[src/rtl/mac_via.sv]
// rtl/mac_via.sv - 6522 VIA subset (ports A/B, T1/T2, CA/CB edge interrupts) for the Mac 128 core
// Optional keyboard shift register is compiled in when MAC_VIA_SR_EN is defined.

module mac_via #(
  parameter int c_tick_div = 32
) (
  input  logic       clk,
  input  logic       reset_n,
  input  logic       cs,
  input  logic       rw,
  input  logic [3:0] rs,
  input  logic [7:0] din,
  output logic [7:0] dout,
  input  logic [7:0] pa_in,
  input  logic [7:0] pb_in,
  output logic [7:0] pa_out,
  output logic [7:0] pb_out,
  output logic [7:0] pa_dir,
  output logic [7:0] pb_dir,
  input  logic       ca1,
  input  logic       ca2,
  input  logic       cb1,
  input  logic       cb2,
  output logic       irq_n
);

  localparam int pre_w = (c_tick_div > 1) ? $clog2(c_tick_div) : 1;
  localparam logic [pre_w-1:0] pre_last = pre_w'(c_tick_div - 1);

  localparam logic [3:0] r_orb    = 4'd0;
  localparam logic [3:0] r_ora    = 4'd1;
  localparam logic [3:0] r_ddrb   = 4'd2;
  localparam logic [3:0] r_ddra   = 4'd3;
  localparam logic [3:0] r_t1cl   = 4'd4;
  localparam logic [3:0] r_t1ch   = 4'd5;
  localparam logic [3:0] r_t1ll   = 4'd6;
  localparam logic [3:0] r_t1lh   = 4'd7;
  localparam logic [3:0] r_t2cl   = 4'd8;
  localparam logic [3:0] r_t2ch   = 4'd9;
  localparam logic [3:0] r_sr     = 4'd10;
  localparam logic [3:0] r_acr    = 4'd11;
  localparam logic [3:0] r_pcr    = 4'd12;
  localparam logic [3:0] r_ifr    = 4'd13;
  localparam logic [3:0] r_ier    = 4'd14;
  localparam logic [3:0] r_ora_nh = 4'd15;

  logic             wr;
  logic             rd;
  logic [7:0]       ora;
  logic [7:0]       orb;
  logic [7:0]       ddra;
  logic [7:0]       ddrb;
  logic [7:0]       acr;
  logic [7:0]       pcr;
  logic [pre_w-1:0] pre;
  logic             tick;
  logic [15:0]      t1_cnt;
  logic [15:0]      t1_latch;
  logic             t1_armed;
  logic             t1_fire;
  logic [15:0]      t2_cnt;
  logic [7:0]       t2_latch_lo;
  logic             t2_armed;
  logic             t2_fire;
  logic [3:0]       ctl_s1;
  logic [3:0]       ctl_s2;
  logic [3:0]       ctl_d;
  logic [3:0]       edge_sel;
  logic [3:0]       ctl_edge;
  logic [6:0]       ifr;
  logic [6:0]       ier;
  logic [6:0]       ifr_set;
  logic [6:0]       ifr_clr;
  logic             ifr_pend;
  logic             sr_done;
  logic [7:0]       sr_val;
  logic [7:0]       porta_val;
  logic [7:0]       portb_val;
  logic [7:0]       rdata;

  assign wr     = cs & ~rw;
  assign rd     = cs & rw;
  assign pa_out = ora;
  assign pb_out = orb;
  assign pa_dir = ddra;
  assign pb_dir = ddrb;

  assign porta_val = (pa_in & ~ddra) | (ora & ddra);
  assign portb_val = (pb_in & ~ddrb) | (orb & ddrb);

  always_ff @(posedge clk or negedge reset_n) begin
    if (!reset_n) begin
      ora  <= 8'h00;
      orb  <= 8'h00;
      ddra <= 8'h00;
      ddrb <= 8'h00;
      acr  <= 8'h00;
      pcr  <= 8'h00;
    end else if (wr) begin
      case (rs)
        r_orb:           orb  <= din;
        r_ora, r_ora_nh: ora  <= din;
        r_ddrb:          ddrb <= din;
        r_ddra:          ddra <= din;
        r_acr:           acr  <= din;
        r_pcr:           pcr  <= din;
        default: ;
      endcase
    end
  end

  // Free-running E-clock prescaler; timer writes never realign it.
  assign tick = (pre == pre_last);

  always_ff @(posedge clk or negedge reset_n) begin
    if (!reset_n)  pre <= '0;
    else if (tick) pre <= '0;
    else           pre <= pre + 1'b1;
  end

  assign t1_fire = tick && (t1_cnt == 16'h0000) && (acr[6] || t1_armed)
                   && !(wr && rs == r_t1ch);

  always_ff @(posedge clk or negedge reset_n) begin
    if (!reset_n) begin
      t1_cnt   <= 16'h0000;
      t1_latch <= 16'h0000;
      t1_armed <= 1'b0;
    end else begin
      if (wr && (rs == r_t1cl || rs == r_t1ll)) t1_latch[7:0]  <= din;
      if (wr && (rs == r_t1lh || rs == r_t1ch)) t1_latch[15:8] <= din;
      if (wr && rs == r_t1ch) begin
        t1_cnt   <= {din, t1_latch[7:0]};
        t1_armed <= 1'b1;
      end else if (tick) begin
        if (t1_cnt != 16'h0000) begin
          t1_cnt <= t1_cnt - 16'h0001;
        end else if (acr[6]) begin
          t1_cnt <= t1_latch;
        end else begin
          t1_cnt   <= 16'hFFFF;
          t1_armed <= 1'b0;
        end
      end
    end
  end

  assign t2_fire = tick && (t2_cnt == 16'h0000) && t2_armed && !(wr && rs == r_t2ch);

  always_ff @(posedge clk or negedge reset_n) begin
    if (!reset_n) begin
      t2_cnt      <= 16'h0000;
      t2_latch_lo <= 8'h00;
      t2_armed    <= 1'b0;
    end else begin
      if (wr && rs == r_t2cl) t2_latch_lo <= din;
      if (wr && rs == r_t2ch) begin
        t2_cnt   <= {din, t2_latch_lo};
        t2_armed <= 1'b1;
      end else if (tick) begin
        t2_cnt <= t2_cnt - 16'h0001;
        if (t2_cnt == 16'h0000) t2_armed <= 1'b0;
      end
    end
  end

  // Control inputs: index 0 ca1, 1 ca2, 2 cb1, 3 cb2.
  always_ff @(posedge clk or negedge reset_n) begin
    if (!reset_n) begin
      ctl_s1 <= 4'h0;
      ctl_s2 <= 4'h0;
      ctl_d  <= 4'h0;
    end else begin
      ctl_s1 <= {cb2, cb1, ca2, ca1};
      ctl_s2 <= ctl_s1;
      ctl_d  <= ctl_s2;
    end
  end

  assign edge_sel = {pcr[6], pcr[4], pcr[2], pcr[0]};
  assign ctl_edge = (ctl_s2 & ~ctl_d & edge_sel) | (~ctl_s2 & ctl_d & ~edge_sel);

`ifdef MAC_VIA_SR_EN
  logic [7:0] sr;
  logic [2:0] sr_cnt;
  logic       sr_shift;
  logic       sr_access;

  assign sr_access = cs && (rs == r_sr);
  assign sr_shift  = ctl_s2[2] && !ctl_d[2] && (acr[4:2] == 3'b011);
  assign sr_done   = sr_shift && (sr_cnt == 3'd7) && !sr_access;
  assign sr_val    = sr;

  always_ff @(posedge clk or negedge reset_n) begin
    if (!reset_n) begin
      sr     <= 8'h00;
      sr_cnt <= 3'd0;
    end else if (sr_access) begin
      sr_cnt <= 3'd0;
      if (!rw) sr <= din;
    end else if (sr_shift) begin
      sr     <= {sr[6:0], ctl_s2[3]};
      sr_cnt <= sr_cnt + 3'd1;
    end
  end
`else
  assign sr_done = 1'b0;
  assign sr_val  = 8'h00;
`endif

  assign ifr_set  = {t1_fire, t2_fire, ctl_edge[2], ctl_edge[3], sr_done, ctl_edge[0], ctl_edge[1]};
  assign ifr_pend = |(ifr & ier);

  always_comb begin
    ifr_clr = 7'h00;
    if (cs && rs == r_ora) ifr_clr[1:0] = 2'b11;
    if (cs && rs == r_orb) ifr_clr[4:3] = 2'b11;
    if (cs && rs == r_sr)  ifr_clr[2]   = 1'b1;
    if (wr && rs == r_ifr) ifr_clr      = ifr_clr | din[6:0];
    if ((wr && (rs == r_t1lh || rs == r_t1ch)) || (rd && rs == r_t1cl)) ifr_clr[6] = 1'b1;
    if ((wr && rs == r_t2ch) || (rd && rs == r_t2cl)) ifr_clr[5] = 1'b1;
  end

  // Set terms are OR'd in after clears so a coincident set wins.
  always_ff @(posedge clk or negedge reset_n) begin
    if (!reset_n) begin
      ifr   <= 7'h00;
      ier   <= 7'h00;
      irq_n <= 1'b1;
    end else begin
      ifr   <= (ifr & ~ifr_clr) | ifr_set;
      irq_n <= ~ifr_pend;
      if (wr && rs == r_ier) begin
        if (din[7]) ier <= ier | din[6:0];
        else        ier <= ier & ~din[6:0];
      end
    end
  end

  always_comb begin
    rdata = 8'h00;
    case (rs)
      r_orb:           rdata = portb_val;
      r_ora, r_ora_nh: rdata = porta_val;
      r_ddrb:          rdata = ddrb;
      r_ddra:          rdata = ddra;
      r_t1cl:          rdata = t1_cnt[7:0];
      r_t1ch:          rdata = t1_cnt[15:8];
      r_t1ll:          rdata = t1_latch[7:0];
      r_t1lh:          rdata = t1_latch[15:8];
      r_t2cl:          rdata = t2_cnt[7:0];
      r_t2ch:          rdata = t2_cnt[15:8];
      r_sr:            rdata = sr_val;
      r_acr:           rdata = acr;
      r_pcr:           rdata = pcr;
      r_ifr:           rdata = {ifr_pend, ifr};
      r_ier:           rdata = {1'b1, ier};
      default:         rdata = 8'h00;
    endcase
  end

  always_ff @(posedge clk or negedge reset_n) begin
    if (!reset_n)  dout <= 8'h00;
    else if (rd)   dout <= rdata;
  end

endmodule

[config.mk]
export PLATFORM = sky130hd
export DESIGN_NAME = mac_via
export DESIGN_NICKNAME = d
export VERILOG_FILES = /design/src/rtl/mac_via.sv
export SDC_FILE = /design/constraint.sdc
export NUM_CORES = 1
export LEC_CHECK = 0
export ABC_AREA = 1
export CAP_MARGIN = 20
export CORE_AREA = 3 3 144 181
export CTS_CLUSTER_DIAMETER = 200
export DETAILED_ROUTE_END_ITERATION = 7
export DIE_AREA = 0 0 147 184
export HOLD_SLACK_MARGIN = 0.02
export PLACE_DENSITY = 0.51
export SETUP_SLACK_MARGIN = 0.3
export SLEW_MARGIN = 0
export SYNTH_ARGS = -nofsm -noshare
export SYNTH_HDL_FRONTEND = slang
export SYNTH_SLANG_ARGS = --single-unit
[constraint.sdc]
create_clock -name clk -period 5.2 [get_ports clk]
set_clock_uncertainty 0.15 [all_clocks]
set_input_delay 0.78 -clock clk [delete_from_list [all_inputs] [get_ports clk]]
set_output_delay 0.78 -clock clk [all_outputs]
set_load 0.005 [all_outputs]
==> metrics, run 1 <==
clk buf depth 2; pre-CTS setup slack 1.85 ns; Final Critical Period 2.95 ns; Clock transition at path regs 0.06 ns; Max Clock Freq 0.339 GHz; die area 0.0270 sq mm; post-CTS sizing 0; fraction of layout cells with a size suffix above 1 5.34%; Synth area leaders dfrtp_1 47%, nand2_1 16%, o21ai_0 7.4%; Most used DFF post-synth dfrtp_1; period utilization 56.7%; CORE AREA 0.0245 sq mm; diodes inserted 0; Detailed Routing Iterations Pass 1 5; worst min path class flip-flop to flip-flop; Min Hold Slack 0.203 ns; I/O Pins 77; sequential fraction of the synthesis area 47.1%; GRT Util Overall 20.1%; CP max stage cell nor2_1; leading area contributor after synthesis dfrtp_1; Gate Count Post-Synth 1046; Routed WL per cell 18.6 um; routability cong. 0.922; CTS H-tree depth 4; CP Launch Type input pin; Slew Viols, Final 0; synthesized cell area 0.00775 sq mm; # clock sinks 146; Die Wd 147 um; Initial Utilization 31.6%; Final WS setup 2.25 ns; register bit count reported by yosys 146; VDD IR-drop max 0.202 mV; HPWL Detailed 19400 um; synthesis-to-finish area growth 20.7%; WS Path Type input pin to flip-flop; post-synth top area share 46.8%; Hold Fails Final Rpt 0; RSZ-0062 raised after global routing false; Tightest Pin Transition 0.953 ns; setup_tns 0 ns; arrival time at the worst endpoint 3.06 ns; vias in the first global route 6950; cell chain of the critical path clkdlybuf4s50_1, inv_1, nor2_1, nand2_1, nor2_2, nand2_1, nand2_1, o21ai_0; Overflow after GRT 0; commonest non-fill, non-tap cell in the layout nand2_1; max-capacitance violation count 0; post-CTS setup buffers 0; Syn Nets 1088; CTS tree yes; max incr delay on CP 0.73 ns; Yosys cell types 37; Post-synth EDFFs 0; Slew HR 36.2%; LEAKAGE 4.49 nW; CP top delay family simple AND/OR/NAND/NOR gates; Vias 7206; DRT iter0 DRCs 655; largest net degree at the start of global routing 74; Post-DRT Antenna Nets 0; warnings from Yosys 0; Buf/Inv on CP 2; Required @ worst endpoint 5.31 ns; CTS root buf clkbuf_16; Die Ht 184 um; Skew-Pair Late Insertion Delay 0.43 ns; CP Capture Type flip-flop; pwr dens 376 mW/mm^2; asr flop ratio synth 100%; site row count 64; nets 1153; final WL 27100 um; commonest cells after routing, fill and taps aside 335 x nand2_1, 145 x dfrtp_1, 114 x o21ai_0; FILL cells 2634; Most Frequent Cell on Critical Path nand2_1; status finished clean; # DRC 0; Avg Cell Area, Syn 7.41 sq um; Num CTS Buffers 17; global-route wire length before repair 41500 um; I/O Buffers 76; initial antenna violation count 0; hold buffer count at cts 0; fin util 38.2%; Final Setup Violations 0; vias per std cell 4.96; CP max FO 13
==> cells in the mapped netlist, drive strengths merged, types with 9 or more instances <==
cell    instances
o21bai          9
nand3         112
o211ai          9
xor2           13
buf            19
clkbuf         16
dfrtp         145
nor2          106
a21oi          13
inv            91
o21ai         126
nand2         342
==> worst reg2reg max path: cells and delay by family (launching register included) <==
kind / cells / cell delay (ns)
AO/OA/AOI/OAI: 1 / 0.06
AND/OR/NAND/NOR: 5 / 0.69
adder cells (fa/ha/maj): 2 / 0.65
buffers and inverters: 3 / 0.71
flip-flops: 1 / 0.37
==> state kept, by name (all words and copies together) (netlist names), 8 cells and up, named ones only <==
name and flops:
acr 8, dout 8, pa_dir 8, pa_out 8, pb_dir 8, pb_out 8, pcr 8, t1_cnt 16
t1_latch 16, t2_cnt 16, t2_latch_lo 8
==> power breakdown <==
| group | total (W) | switching (W) | internal (W) |
|---|---|---|---|
| Sequential | 0.00157 | 0.000228 | 0.00134 |
| Clock | 0.00122 | 0.000535 | 0.000681 |
| Combinational | 0.000732 | 0.000412 | 0.000321 |
| Total | 0.00351 | 0.00117 | 0.00234 |
==> layout make-up <==
| class | count | area [sq um] | area share [%] |
|---|---|---|---|
| Clock buffer | 20 | 447 | 4.77 |
| Multi-Input combinational cell | 773 | 3580 | 38.2 |
| Sequential cell | 146 | 3650 | 39.1 |
| Clock inverter | 12 | 121 | 1.30 |
| Tap cell | 330 | 413 | 4.41 |
| Inverter | 92 | 345 | 3.69 |
| Timing Repair Buffer | 81 | 800 | 8.54 |
==> metal layers <==
layer  share of wire (%)  track usage, %  wire length, um
met1                  45            26.6            12000
met2                  49            34.1            13400
met3                 3.8            2.76             1020
met4                 2.2            6.56              602
met5                   0               0                0
==> kinds of logic (layout without fill, tap and decap cells) <==
group,count (synthesis),count (layout),share of synthesized area [%]
flip-flops,146,146,47.1
buffers and inverters,127,205,6.71
XOR/XNOR,13,13,1.47
AO/OA/AOI/OAI,177,177,12.7
AND/OR/NAND/NOR,577,577,31.1
adder cells (fa/ha/maj),6,6,0.968
==> final timing paths <==
path / slack [ns] / depth (start not counted) / to / startpoint
max in group asynchronous: 3.66 / 2 / t2_cnt[7] / reset_n
min reg2reg: 0.20 / 0 / ctl_s2[3] / ctl_s1[3]
min: 0.20 / 0 / ctl_s2[3] / ctl_s1[3]
max: 2.25 / 8 / flip-flop / rs[1]
max reg2reg: 2.46 / 11 / t1_cnt[13] / pre[0]
min in group asynchronous: 0.22 / 1 / pa_out[4] / reset_n
==> stage by stage <==
stage	power (W)	instance area, sq um	cells
detailed placement	0.00232	8790	1422
global route	0.00370	9360	1454
global placement	0.00231	8790	1422
CTS	0.00354	9360	1454
finish	0.00351	9360	1454
floorplan	0.00191	7750	1046
No activity file was read; power rests on OpenSTA's default activity.
==> inputs of run 2 (changes only) <==
Settings changed: PLACE_DENSITY 0.51 to 0.53.
Clock period 5.2 ns to 2.4 ns, I/O delays scaled along.
==> run 2 against run 1 <==
Against the previous run: clock-buffer cell count did not move; die area is the same; wire length grew 0.93%; combinational power is 120% higher; non-clock buffer count rose by 61; flip-flop and latch count unchanged; sequential power increased by 120%; hold slack worse by 0.0050 ns; largest cell class unchanged; highest routed layer unchanged; cell count up 4.2%; register-to-register slack worse by 2.0 ns.
==> metrics, run 2 (synthesis results as in run 1) <==
status finished clean; max-capacitance violation count 0 (unchanged); pwr dens 774 mW/mm^2 (+110%); RSZ-0062 raised after global routing true; synthesis-to-finish area growth 27.8%; pre-CTS setup slack 0.0195 ns (-1.83 ns); VDD IR-drop max 0.365 mV (+81%); worst min path class flip-flop to flip-flop; max incr delay on CP 0.59 ns (-0.14 ns); HPWL Detailed 20900 um (+7.4%); DRT iter0 DRCs 561 (-14%); CTS root buf clkbuf_16; Required @ worst endpoint 2.53 ns (-2.78 ns); sw frac 32.8% (-0.64 points); Detailed Routing Iterations Pass 1 5 (unchanged); CP max stage cell clkdlybuf4s50_1; Post-DRT Antenna Nets 0 (unchanged); initial antenna violation count 0 (unchanged); CTS tree yes; WS Path Type input pin to flip-flop; Final Setup Violations 0 (unchanged); cell chain of the critical path clkdlybuf4s50_1, buf_4, nand2_1, inv_2, nand2_1, nor2_2, nand2_1, nand2_1, o21ai_0; setup slack, reg-to-reg 0.46 ns (-2.00 ns); worst reg2reg path depth 9 (-2); Power Internal 0.00515 W (+120%); logic gate share of total power 21.4% (+0.6 points); fraction of layout cells with a size suffix above 1 10.5% (+5.2 points); Final Critical Period 1.97 ns; Vias 7359 (+2.1%); Skew-Pair Late Insertion Delay 0.43 ns (about the same); Slew Viols, Final 0 (unchanged); Num CTS Buffers 17 (unchanged); period utilization 82.2%; final WL 27300 um (+0.93%); FF-to-FF End ifr[6]; Die Ht 184 um (unchanged); FILL cells 2581 (-2.0%); I/O Buffers 76 (unchanged); r2r startpoint pre[0]; clk buf depth 2 (unchanged); Clock Power Share 34.4% (-0.2 points); routability cong. 0.992 (+7.6%); I/O Pins 77 (unchanged); Slew HR 56.7% (+20 points); hold path cells 0 (unchanged); LEAKAGE 4.80 nW (+7.1%); Largest regs t1_cnt (16), t1_latch (16), t2_cnt (16); commonest non-fill, non-tap cell in the layout nand2_1; arrival time at the worst endpoint 2.10 ns (-0.96 ns); setup_tns 0 ns (unchanged); # DRC 0 (unchanged); GRT Util Overall 20.5% (+0.41 points); Most Frequent Cell on Critical Path nand2_1; HP Start ctl_s1[2]; vias per std cell 4.86 (-2.0%); Hold Fails Final Rpt 0 (unchanged); Tightest Pin Transition 0.649 ns (-0.305 ns); # clock sinks 146 (unchanged); global-route wire length before repair 42400 um (+2.1%); die area 0.0270 sq mm (unchanged); Overflow after GRT 0 (unchanged); net switching power 0.00251 W (+110%); diodes inserted 0 (unchanged); Die Wd 147 um (unchanged); CP Capture Type flip-flop; Seq pwr share 44.2% (-0.4 points); largest net degree at the start of global routing 47 (-36%); nets 1214 (+5.3%); vias in the first global route 7241 (+4.2%); Post-DP Area 0.00930 sq mm (+5.8%); site row count 64 (unchanged); commonest cells after routing, fill and taps aside 335 x nand2_1, 145 x dfrtp_1, 114 x o21ai_0; CTS H-tree depth 4 (unchanged); CP Launch Type input pin; Max Clock Freq 0.507 GHz; Clock transition at path regs 0.06 ns (about the same); Initial Utilization 31.6% (unchanged); CP max FO 11 (-2); Worst Hold End ctl_s2[2]; Layout Cell Area excl Fill 0.00991 sq mm (+5.9%); Routed WL per cell 18.0 um (-3.1%); CORE AREA 0.0245 sq mm (unchanged); Final WS setup 0.427 ns (-1.82 ns)
==> run 2: power by group through the flow <==
stage	clock network [W]	registers (W)	logic (W)
detailed placement	0	0.00342	0.00165
finish	0.00263	0.00339	0.00164
global placement	0	0.00343	0.00163
floorplan	0	0.00325	0.000896
global route	0.00281	0.00345	0.00186
CTS	0.00270	0.00339	0.00166
==> run 2: layout make-up <==
class                           instances  area [sq um]  share of cell area [%]
Tap cell                              330           413                    4.17
Multi-Input combinational cell        773          3590                    36.2
Clock buffer                           20           457                    4.61
Clock inverter                         12           121                    1.23
Inverter                               92           349                    3.52
Timing Repair Buffer                  142          1320                    13.3
Sequential cell                       146          3650                    36.9
==> run 2: worst max-delay path: cells and delay by family <==
kind / cells / cell delay, ns
buffers and inverters: 3 / 0.95
and+or+nand+nor: 5 / 0.70
AOI/OAI and AO/OA: 1 / 0.09
==> run 2: layer usage <==
| layer | part of all wire, % | global-route usage (%) | up-vias |
|---|---|---|---|
| li1 | - | - | 3666 |
| met1 | 43 | 26.1 | 3499 |
| met2 | 51 | 35.7 | 148 |
| met3 | 3.3 | 2.71 | 46 |
| met4 | 2.7 | 7.31 | 0 |
| met5 | 0 | 0 | - |
==> run 2: worst max path at each step <==
| stage | start | endpoint | depth (start not counted) |
|---|---|---|---|
| after global placement | rs[1] | dout[5] | 10 |
| after global routing | pre[0] | ifr[6] | 9 |
| final | rs[3] | flip-flop | 9 |
| after detailed placement | rs[3] | pa_out[3] | 9 |
| after floorplan | pre[0] | t1_cnt[11] | 11 |
| after CTS | pre[0] | t1_cnt[0] | 10 |
==> run 2: per-stage QoR <==
stage                     power [W]  hold WS (ns)  std cells  util, %
after floorplan             0.00415       -0.0856       1046        -
after global placement      0.00506         0.183       1482     38.0
after detailed placement    0.00507         0.185       1482     38.0
after CTS                   0.00775         0.199       1515     40.4
after global routing        0.00811         0.203       1515     40.4
final                       0.00766         0.198       1515     40.4
==> run 2: what timing repair did <==
item	4_1_cts	5_1_grt
setup buffers	0	0
hold buffers	1	0
gates resized for setup	0	5
endpoints found under the setup margin	0	23
endpoints found under the hold margin	42	0
